`config.mk`:
```
export PLATFORM = sky130hd
export DESIGN_NAME = hopfield_core_param_flat
export DESIGN_NICKNAME = d
export VERILOG_FILES = /design/src/rtl/hopfield_core_param_if.sv /design/src/rtl/hopfield_core_param.sv /design/src/flat_wrapper.sv
export SDC_FILE = /design/constraint.sdc
export NUM_CORES = 1
export LEC_CHECK = 0
export ABC_AREA = 1
export BUFFER_PORTS_ARGS = -buffer_cell sky130_fd_sc_hd__buf_2
export CAP_MARGIN = 25
export CORE_UTILIZATION = 55
export CTS_BUF_LIST = sky130_fd_sc_hd__clkbuf_16
export DETAILED_ROUTE_END_ITERATION = 8
export PLACE_DENSITY = 0.71
export SKIP_LAST_GASP = 1
export SLEW_MARGIN = 25
export SYNTH_ARGS = -nofsm -noshare
export SYNTH_HDL_FRONTEND = slang
export SYNTH_SLANG_ARGS = --single-unit
```
`constraint.sdc`:
```
create_clock -name clk -period 5 [get_ports clk]
set_input_delay 0.25 -clock clk [delete_from_list [all_inputs] [get_ports clk]]
set_output_delay 0.25 -clock clk [all_outputs]
set_load 0.1 [all_outputs]
```
`src/rtl/hopfield_core_param_if.sv`:
```
// Command/status bus of the Hopfield core: command strobe, pattern, status and weight readback.
interface hopfield_core_param_if #(
  parameter int N  = 7,
  parameter int WW = 8
);
  localparam int AW = (N > 1) ? $clog2(N) : 1;

  logic          start;
  logic [1:0]    mode;
  logic [N-1:0]  pattern_in;
  logic          busy;
  logic          done;
  logic          converged;
  logic [N-1:0]  state_out;
  logic [7:0]    sweeps;
  logic [AW-1:0] w_row;
  logic [AW-1:0] w_col;
  logic [WW-1:0] w_rd;

  modport master (
    output start, mode, pattern_in, w_row, w_col,
    input  busy, done, converged, state_out, sweeps, w_rd
  );

  modport slave (
    input  start, mode, pattern_in, w_row, w_col,
    output busy, done, converged, state_out, sweeps, w_rd
  );
endinterface

```
`src/rtl/hopfield_core_param.sv`:
```
// Parametrised Hopfield associative memory: saturating Hebbian learn, clear, and
// sequential (asynchronous-update) recall with convergence detection and a sweep limit.
module hopfield_core_param #(
  parameter int N          = 7,
  parameter int WW         = 8,
  parameter int MAX_SWEEPS = 8
) (
  input  logic                 clk,
  input  logic                 reset_n,
  hopfield_core_param_if.slave bus
);
  localparam int AW   = (N > 1) ? $clog2(N) : 1;
  localparam int ACCW = WW + AW + 1;
  localparam logic signed [WW-1:0]   W_MAX    = {1'b0, {(WW-1){1'b1}}};
  localparam logic signed [WW-1:0]   W_MIN    = -W_MAX;
  localparam logic signed [WW-1:0]   W_ONE    = {{(WW-1){1'b0}}, 1'b1};
  localparam logic signed [ACCW-1:0] ACC_ZERO = {ACCW{1'b0}};
  localparam logic [AW-1:0]          LAST     = AW'(N - 1);
  localparam logic [7:0]             SWEEP_LIM = 8'(MAX_SWEEPS);

  typedef enum logic [2:0] {
    S_IDLE   = 3'd0,
    S_LEARN  = 3'd1,
    S_CLEAR  = 3'd2,
    S_ACCUM  = 3'd3,
    S_UPDATE = 3'd4
  } state_t;

  state_t                 r_state;
  logic                   r_busy;
  logic                   r_done;
  logic                   r_conv;
  logic                   r_changed;
  logic [N-1:0]           r_s;
  logic [N-1:0]           r_pat;
  logic [7:0]             r_sweeps;
  logic [AW-1:0]          r_i;
  logic [AW-1:0]          r_j;
  logic signed [ACCW-1:0] r_acc;
  logic signed [WW-1:0]   r_w [N][N];

  logic signed [WW-1:0]   w_wij;
  logic signed [ACCW-1:0] w_wext;
  logic signed [ACCW-1:0] w_term;
  logic                   w_new_s;
  logic                   w_any_flip;
  logic [7:0]             w_sweeps_inc;
  logic [WW-1:0]          w_rd;

  function automatic logic signed [WW-1:0] sat_step(input logic signed [WW-1:0] w,
                                                    input logic                 up);
    logic signed [WW-1:0] r;
    if (up) r = (w >= W_MAX) ? W_MAX : w + W_ONE;
    else    r = (w <= W_MIN) ? W_MIN : w - W_ONE;
    return r;
  endfunction

  // Recall datapath: signed term for neuron j, threshold decision and flip tracking.
  always_comb begin
    w_wij        = r_w[r_i][r_j];
    w_wext       = {{(ACCW-WW){w_wij[WW-1]}}, w_wij};
    w_term       = r_s[r_j] ? w_wext : -w_wext;
    if (r_acc > ACC_ZERO)      w_new_s = 1'b1;
    else if (r_acc < ACC_ZERO) w_new_s = 1'b0;
    else                       w_new_s = r_s[r_i];
    w_any_flip   = r_changed | (w_new_s != r_s[r_i]);
    w_sweeps_inc = r_sweeps + 8'd1;
  end

  // Weight readback; out-of-range addresses read as zero.
  always_comb begin
    if ((int'(bus.w_row) < N) && (int'(bus.w_col) < N)) w_rd = r_w[bus.w_row][bus.w_col];
    else                                                 w_rd = {WW{1'b0}};
  end

  assign bus.w_rd      = w_rd;
  assign bus.busy      = r_busy;
  assign bus.done      = r_done;
  assign bus.converged = r_conv;
  assign bus.state_out = r_s;
  assign bus.sweeps    = r_sweeps;

  // Command FSM, weight matrix and recall engine.
  always_ff @(posedge clk or negedge reset_n) begin
    if (!reset_n) begin
      r_state   <= S_IDLE;
      r_busy    <= 1'b0;
      r_done    <= 1'b0;
      r_conv    <= 1'b0;
      r_changed <= 1'b0;
      r_s       <= {N{1'b0}};
      r_pat     <= {N{1'b0}};
      r_sweeps  <= 8'd0;
      r_i       <= {AW{1'b0}};
      r_j       <= {AW{1'b0}};
      r_acc     <= ACC_ZERO;
      for (int a = 0; a < N; a++)
        for (int b = 0; b < N; b++)
          r_w[a][b] <= {WW{1'b0}};
    end else begin
      r_done <= 1'b0;
      case (r_state)
        S_IDLE: begin
          if (bus.start) begin
            case (bus.mode)
              2'b00: begin
                r_s       <= bus.pattern_in;
                r_sweeps  <= 8'd0;
                r_i       <= {AW{1'b0}};
                r_j       <= {AW{1'b0}};
                r_acc     <= ACC_ZERO;
                r_changed <= 1'b0;
                r_conv    <= 1'b0;
                r_busy    <= 1'b1;
                r_state   <= S_ACCUM;
              end
              2'b01: begin
                r_pat   <= bus.pattern_in;
                r_i     <= {AW{1'b0}};
                r_conv  <= 1'b0;
                r_busy  <= 1'b1;
                r_state <= S_LEARN;
              end
              2'b10: begin
                r_conv  <= 1'b0;
                r_busy  <= 1'b1;
                r_state <= S_CLEAR;
              end
              default: r_state <= S_IDLE;
            endcase
          end else begin
            r_state <= S_IDLE;
          end
        end
        S_LEARN: begin
          // Diagonal is skipped; rows are written symmetrically over the full pass.
          for (int j = 0; j < N; j++)
            if (j != int'(r_i))
              r_w[r_i][j] <= sat_step(r_w[r_i][j], r_pat[r_i] ~^ r_pat[j]);
          if (r_i == LAST) begin
            r_busy  <= 1'b0;
            r_done  <= 1'b1;
            r_state <= S_IDLE;
          end else begin
            r_i <= r_i + AW'(1);
          end
        end
        S_CLEAR: begin
          for (int a = 0; a < N; a++)
            for (int b = 0; b < N; b++)
              r_w[a][b] <= {WW{1'b0}};
          r_busy  <= 1'b0;
          r_done  <= 1'b1;
          r_state <= S_IDLE;
        end
        S_ACCUM: begin
          r_acc <= r_acc + w_term;
          if (r_j == LAST) begin
            r_j     <= {AW{1'b0}};
            r_state <= S_UPDATE;
          end else begin
            r_j <= r_j + AW'(1);
          end
        end
        S_UPDATE: begin
          r_s[r_i] <= w_new_s;
          r_acc    <= ACC_ZERO;
          if (r_i == LAST) begin
            r_sweeps <= w_sweeps_inc;
            if (!w_any_flip || (w_sweeps_inc == SWEEP_LIM)) begin
              r_conv  <= ~w_any_flip;
              r_busy  <= 1'b0;
              r_done  <= 1'b1;
              r_state <= S_IDLE;
            end else begin
              r_changed <= 1'b0;
              r_i       <= {AW{1'b0}};
              r_state   <= S_ACCUM;
            end
          end else begin
            r_changed <= w_any_flip;
            r_i       <= r_i + AW'(1);
            r_state   <= S_ACCUM;
          end
        end
        default: begin
          r_busy  <= 1'b0;
          r_state <= S_IDLE;
        end
      endcase
    end
  end
endmodule

```
`src/flat_wrapper.sv`:
```
// flat-port wrapper written by rule: the top's interface ports become plain ports
module hopfield_core_param_flat 
#(
  parameter int N          = 7,
  parameter int WW         = 8,
  parameter int MAX_SWEEPS = 8
)
  (clk, reset_n, bus_start, bus_mode, bus_pattern_in, bus_w_row, bus_w_col, bus_busy, bus_done, bus_converged, bus_state_out, bus_sweeps, bus_w_rd);
  hopfield_core_param_if #(.N(N), .WW(WW)) bus_i ();
  input  logic clk;
  input  logic reset_n;
  input wire logic [$bits(bus_i.start)-1:0] bus_start;
  input wire logic [$bits(bus_i.mode)-1:0] bus_mode;
  input wire logic [$bits(bus_i.pattern_in)-1:0] bus_pattern_in;
  input wire logic [$bits(bus_i.w_row)-1:0] bus_w_row;
  input wire logic [$bits(bus_i.w_col)-1:0] bus_w_col;
  output wire logic [$bits(bus_i.busy)-1:0] bus_busy;
  output wire logic [$bits(bus_i.done)-1:0] bus_done;
  output wire logic [$bits(bus_i.converged)-1:0] bus_converged;
  output wire logic [$bits(bus_i.state_out)-1:0] bus_state_out;
  output wire logic [$bits(bus_i.sweeps)-1:0] bus_sweeps;
  output wire logic [$bits(bus_i.w_rd)-1:0] bus_w_rd;
  assign bus_i.start = bus_start;
  assign bus_i.mode = bus_mode;
  assign bus_i.pattern_in = bus_pattern_in;
  assign bus_i.w_row = bus_w_row;
  assign bus_i.w_col = bus_w_col;
  assign bus_busy = bus_i.busy;
  assign bus_done = bus_i.done;
  assign bus_converged = bus_i.converged;
  assign bus_state_out = bus_i.state_out;
  assign bus_sweeps = bus_i.sweeps;
  assign bus_w_rd = bus_i.w_rd;
  hopfield_core_param #(.N(N), .WW(WW), .MAX_SWEEPS(MAX_SWEEPS)) u_core (.clk(clk), .reset_n(reset_n), .bus(bus_i));
endmodule
```
==> flow_metrics.env <==
export IMPL_setup_viol=0
export IMPL_skew_ns=0.0407
export IMPL_dp_cells=4524
export IMPL_synthToLayoutAreaGrowth_pct=10.7
export IMPL_postRouteAntennaNets=0
export IMPL_final_area_mm2=0.0311
export IMPL_vias_per_cell=6.37
export IMPL_cts_tree="done"
export IMPL_clkSinkCount=439
export IMPL_syn_avg_cell_area_um2=7.19
export IMPL_ctsHtreeMaxLevel=2
export IMPL_grt_max_degree=122
export IMPL_nNetsFinal=3979
export IMPL_start_util_pct=56.0
export IMPL_fin_crit_sh_pct=93.0
export IMPL_critPathKind="reg -> reg"
export IMPL_fmax_mhz=215
export IMPL_port_buffers=43
export IMPL_wire_per_inst_um=23.9
export IMPL_pin_count=44
export IMPL_ys_warn_count=0
export IMPL_hold_viol=0
export IMPL_drt_iter0_markers=4411
export IMPL_critPathRequiredTime_ns=5.48
export IMPL_final_setup_tns_ns=0
export IMPL_ys_ff_latch=439
export IMPL_syn_num_nets=3973
export IMPL_cts_root_buf="clkbuf_16"
export IMPL_die_h_um=228
export IMPL_core_area_mm2=0.0503
export IMPL_hp_class="in -> reg"
export IMPL_insertion_delay_ns=0.62
export IMPL_num_rows=82
export IMPL_r2r_start="u_core.r_i[2]$_DFFE_PN0P_"
export IMPL_wirelength_met1_um=42200
export IMPL_synth_top_cell_by_area="dfrtp_1"
export IMPL_met3_length_um=14500
export IMPL_antenna_found_initial=1
export IMPL_netlist_area_leader_share_pct=39.0
export IMPL_synth_area_leaders="dfrtp_1 (39%), nand2_1 (13%), o21ai_0 (7.6%)"
export IMPL_drv_slew=0
export IMPL_cp_start_kind="register"
export IMPL_outcome="complete, no violations"
export IMPL_overflow=0
export IMPL_num_vias=29500
export IMPL_critPathCaptureType="register"
export IMPL_gr_usage_all_layers_pct=42.0
export IMPL_slew_headroom_pct=33.1
export IMPL_synthFlopType="dfrtp_1"
export IMPL_route_met2_wl_um=46600
export IMPL_hpwl_um=74200
export IMPL_die_x_um=228
export IMPL_postSynth_asyncResetShare_pct=100
export IMPL_syn_cell_area_mm2=0.0281
export IMPL_yosysSeqAreaShare_pct=39.0
export IMPL_rsz0062_at_grt="true"
export IMPL_grt_pass1_vias=27600
export IMPL_grt_first_pass_wirelength_um=168000
export IMPL_placement_cell_area_mm2=0.0292
export IMPL_gp_congestion=1.04
export IMPL_synth_cell_type_count=65
export IMPL_cap_violations=0
export IMPL_crit_fanout=24
export IMPL_clockBufferDepth=3
export IMPL_synth_edf_count=0
export IMPL_synth_cells=3913
export IMPL_tightest_slew_ns=1.00
export IMPL_dieArea_mm2=0.0521
export IMPL_clkTransAtPathRegs_ns=0.07
export IMPL_holdCritStartpoint="bus_start"
export IMPL_post_route_min_period_ns=4.65
export IMPL_wirelength_um=111000
export IMPL_drive_gt1_share_pct=8.39
export IMPL_worstPathArrival_ns=5.13
export IMPL_stdcell_count=4631
export IMPL_cts_buffers=49
export IMPL_dr_max_layer_used="met5"
export IMPL_drcViolationCount=0
export IMPL_antenna_cells=0
export IMPL_drtPass1Iterations=7
export IMPL_startpoint="u_core.r_i[2]$_DFFE_PN0P_"
[cell usage after synthesis, drive strengths merged, types with 2 or more instances]
master and n:
nand2 1017, a32o 4, o22ai 230, o211ai 61, o31ai 11, o21ai 493
nor3 23, xnor2 11, ha 41, nor2 236, nand4 44, a211oi 2
dfrtp 439, nor4 7, o21bai 2, clkbuf 109, and3 2, xor2 60
a221oi 5, o21a 3, a31oi 17, nand3b 4, a22oi 18, clkinv 5
mux2 2, nand3 261, or2 2, inv 495, a21oi 165, o221ai 34
buf 76, o2111ai 27
[timing repair]
item                       4_1_cts  5_1_grt
setup endpoints to repair        0        4
gates resized for setup          0        4
setup buffers                    0        4
hold endpoints to repair        99        0
hold buffers                    11        0
[cell families after synthesis]
group,count (synthesis),share of synthesized area [%]
AOI/OAI and AO/OA,1077,22.7
xor gates and xnor gates,71,2.48
adders and majority gates,42,1.89
buffers and inverters,685,9.85
DFF,439,39.0
muxes,3,0.116
and+or+nand+nor,1596,23.9
[cell type report]
class,instances,area (µm²)
Clock buffer,51,1280
Clock inverter,40,488
Fill cell,4683,19100
Inverter,500,1880
Multi-Input combinational cell,2790,14400
Sequential cell,439,11000
Tap cell,672,841
Timing Repair Buffer,139,1250
[routing by layer]
metal,vias up,track usage (%)
met5,-,0
met1,13700,54.9
met4,2,25.7
met3,467,12.1
li1,13200,-
met2,2110,61.4
[layout by cell type (no fill, tap or decap), types with 14 or more instances in the layout]
| cell type | Yosys | final |
|---|---|---|
| a21oi_1 | 160 | 160 |
| a22oi_1 | 18 | 18 |
| a31oi_1 | 16 | 16 |
| buf_12 | 0 | 20 |
| buf_2 | 43 | 33 |
| buf_4 | 16 | 73 |
| clkbuf_16 | 0 | 51 |
| dfrtp_1 | 439 | 436 |
| ha_1 | 41 | 41 |
| inv_1 | 472 | 472 |
| inv_2 | 21 | 24 |
| nand2_1 | 1007 | 1007 |
| nand3_1 | 259 | 259 |
| nand4_1 | 41 | 41 |
| nor2_1 | 221 | 219 |
| nor3_1 | 14 | 14 |
| o2111ai_1 | 27 | 27 |
| o211ai_1 | 61 | 61 |
| o21ai_0 | 425 | 424 |
| o21ai_1 | 48 | 47 |
| o21ai_2 | 20 | 22 |
| o221ai_1 | 34 | 34 |
| o22ai_1 | 229 | 229 |
| xor2_1 | 53 | 53 |
[metrics by stage]
step	setup slack [ns]	hold slack [ns]	util, %
6_report	0.352	0.0944	61.9
5_1_grt	-0.0491	0.125	61.9
4_1_cts	0.201	0.0593	61.8
3_5_place_dp	0.244	0.316	58.1
3_3_place_gp	0.335	0.315	58.1
2_1_floorplan	1.01	-0.0456	-
[worst paths after layout]
check	end	slack [ns]	depth (start not counted)
worst max register to register	u_core.r_acc[11]$_DFFE_PN0P_	0.35	24
worst max-delay path	u_core.r_acc[11]$_DFFE_PN0P_	0.35	24
worst min register to register	u_core.bus.converged$_DFFE_PN0P_	0.48	2
max in group asynchronous	u_core.r_w[197]$_DFFE_PN0P_	3.48	3
min in group asynchronous	u_core.r_w[287]$_DFFE_PN0P_	0.24	2
worst min-delay path	u_core.r_state[0]$_DFFE_PN0P_	0.09	5
[worst max-delay path, stage by stage, from the launching register on]
cell and delay (ns):
dfrtp_2 0.59, nor2_8 0.61, o211ai_1 0.18, nand2_1 0.11, nor2_2 0.07, inv_1 0.14, nand2_1 0.07, nand3_1 0.21
o21ai_2 0.13, ha_1 0.28, o21ai_0 0.35, inv_1 0.09, ha_1 0.28, a31oi_1 0.24, inv_1 0.10, a21oi_1 0.18
nor2_1 0.07, o21ai_0 0.16, nand2_1 0.08, nand2_1 0.08, nand2_1 0.05, a21oi_1 0.16, nand3_1 0.10, nand3_1 0.08
nand2_1 0.05
[flip-flops by register name, indices dropped and copies added (netlist names)]
name                  cells
u_core.r_acc             12
u_core.r_j                3
u_core.r_i                3
u_core.bus.done           1
u_core.bus.state_out      7
u_core.r_w              392
u_core.r_state            3
u_core.bus.converged      1
u_core.bus.sweeps         8
u_core.bus.busy           1
u_core.r_pat              7
u_core.r_changed          1
Power is left out: the tool's default activity adds up to more than one toggle a clock period on the data nets, which glitch-free logic cannot reach.
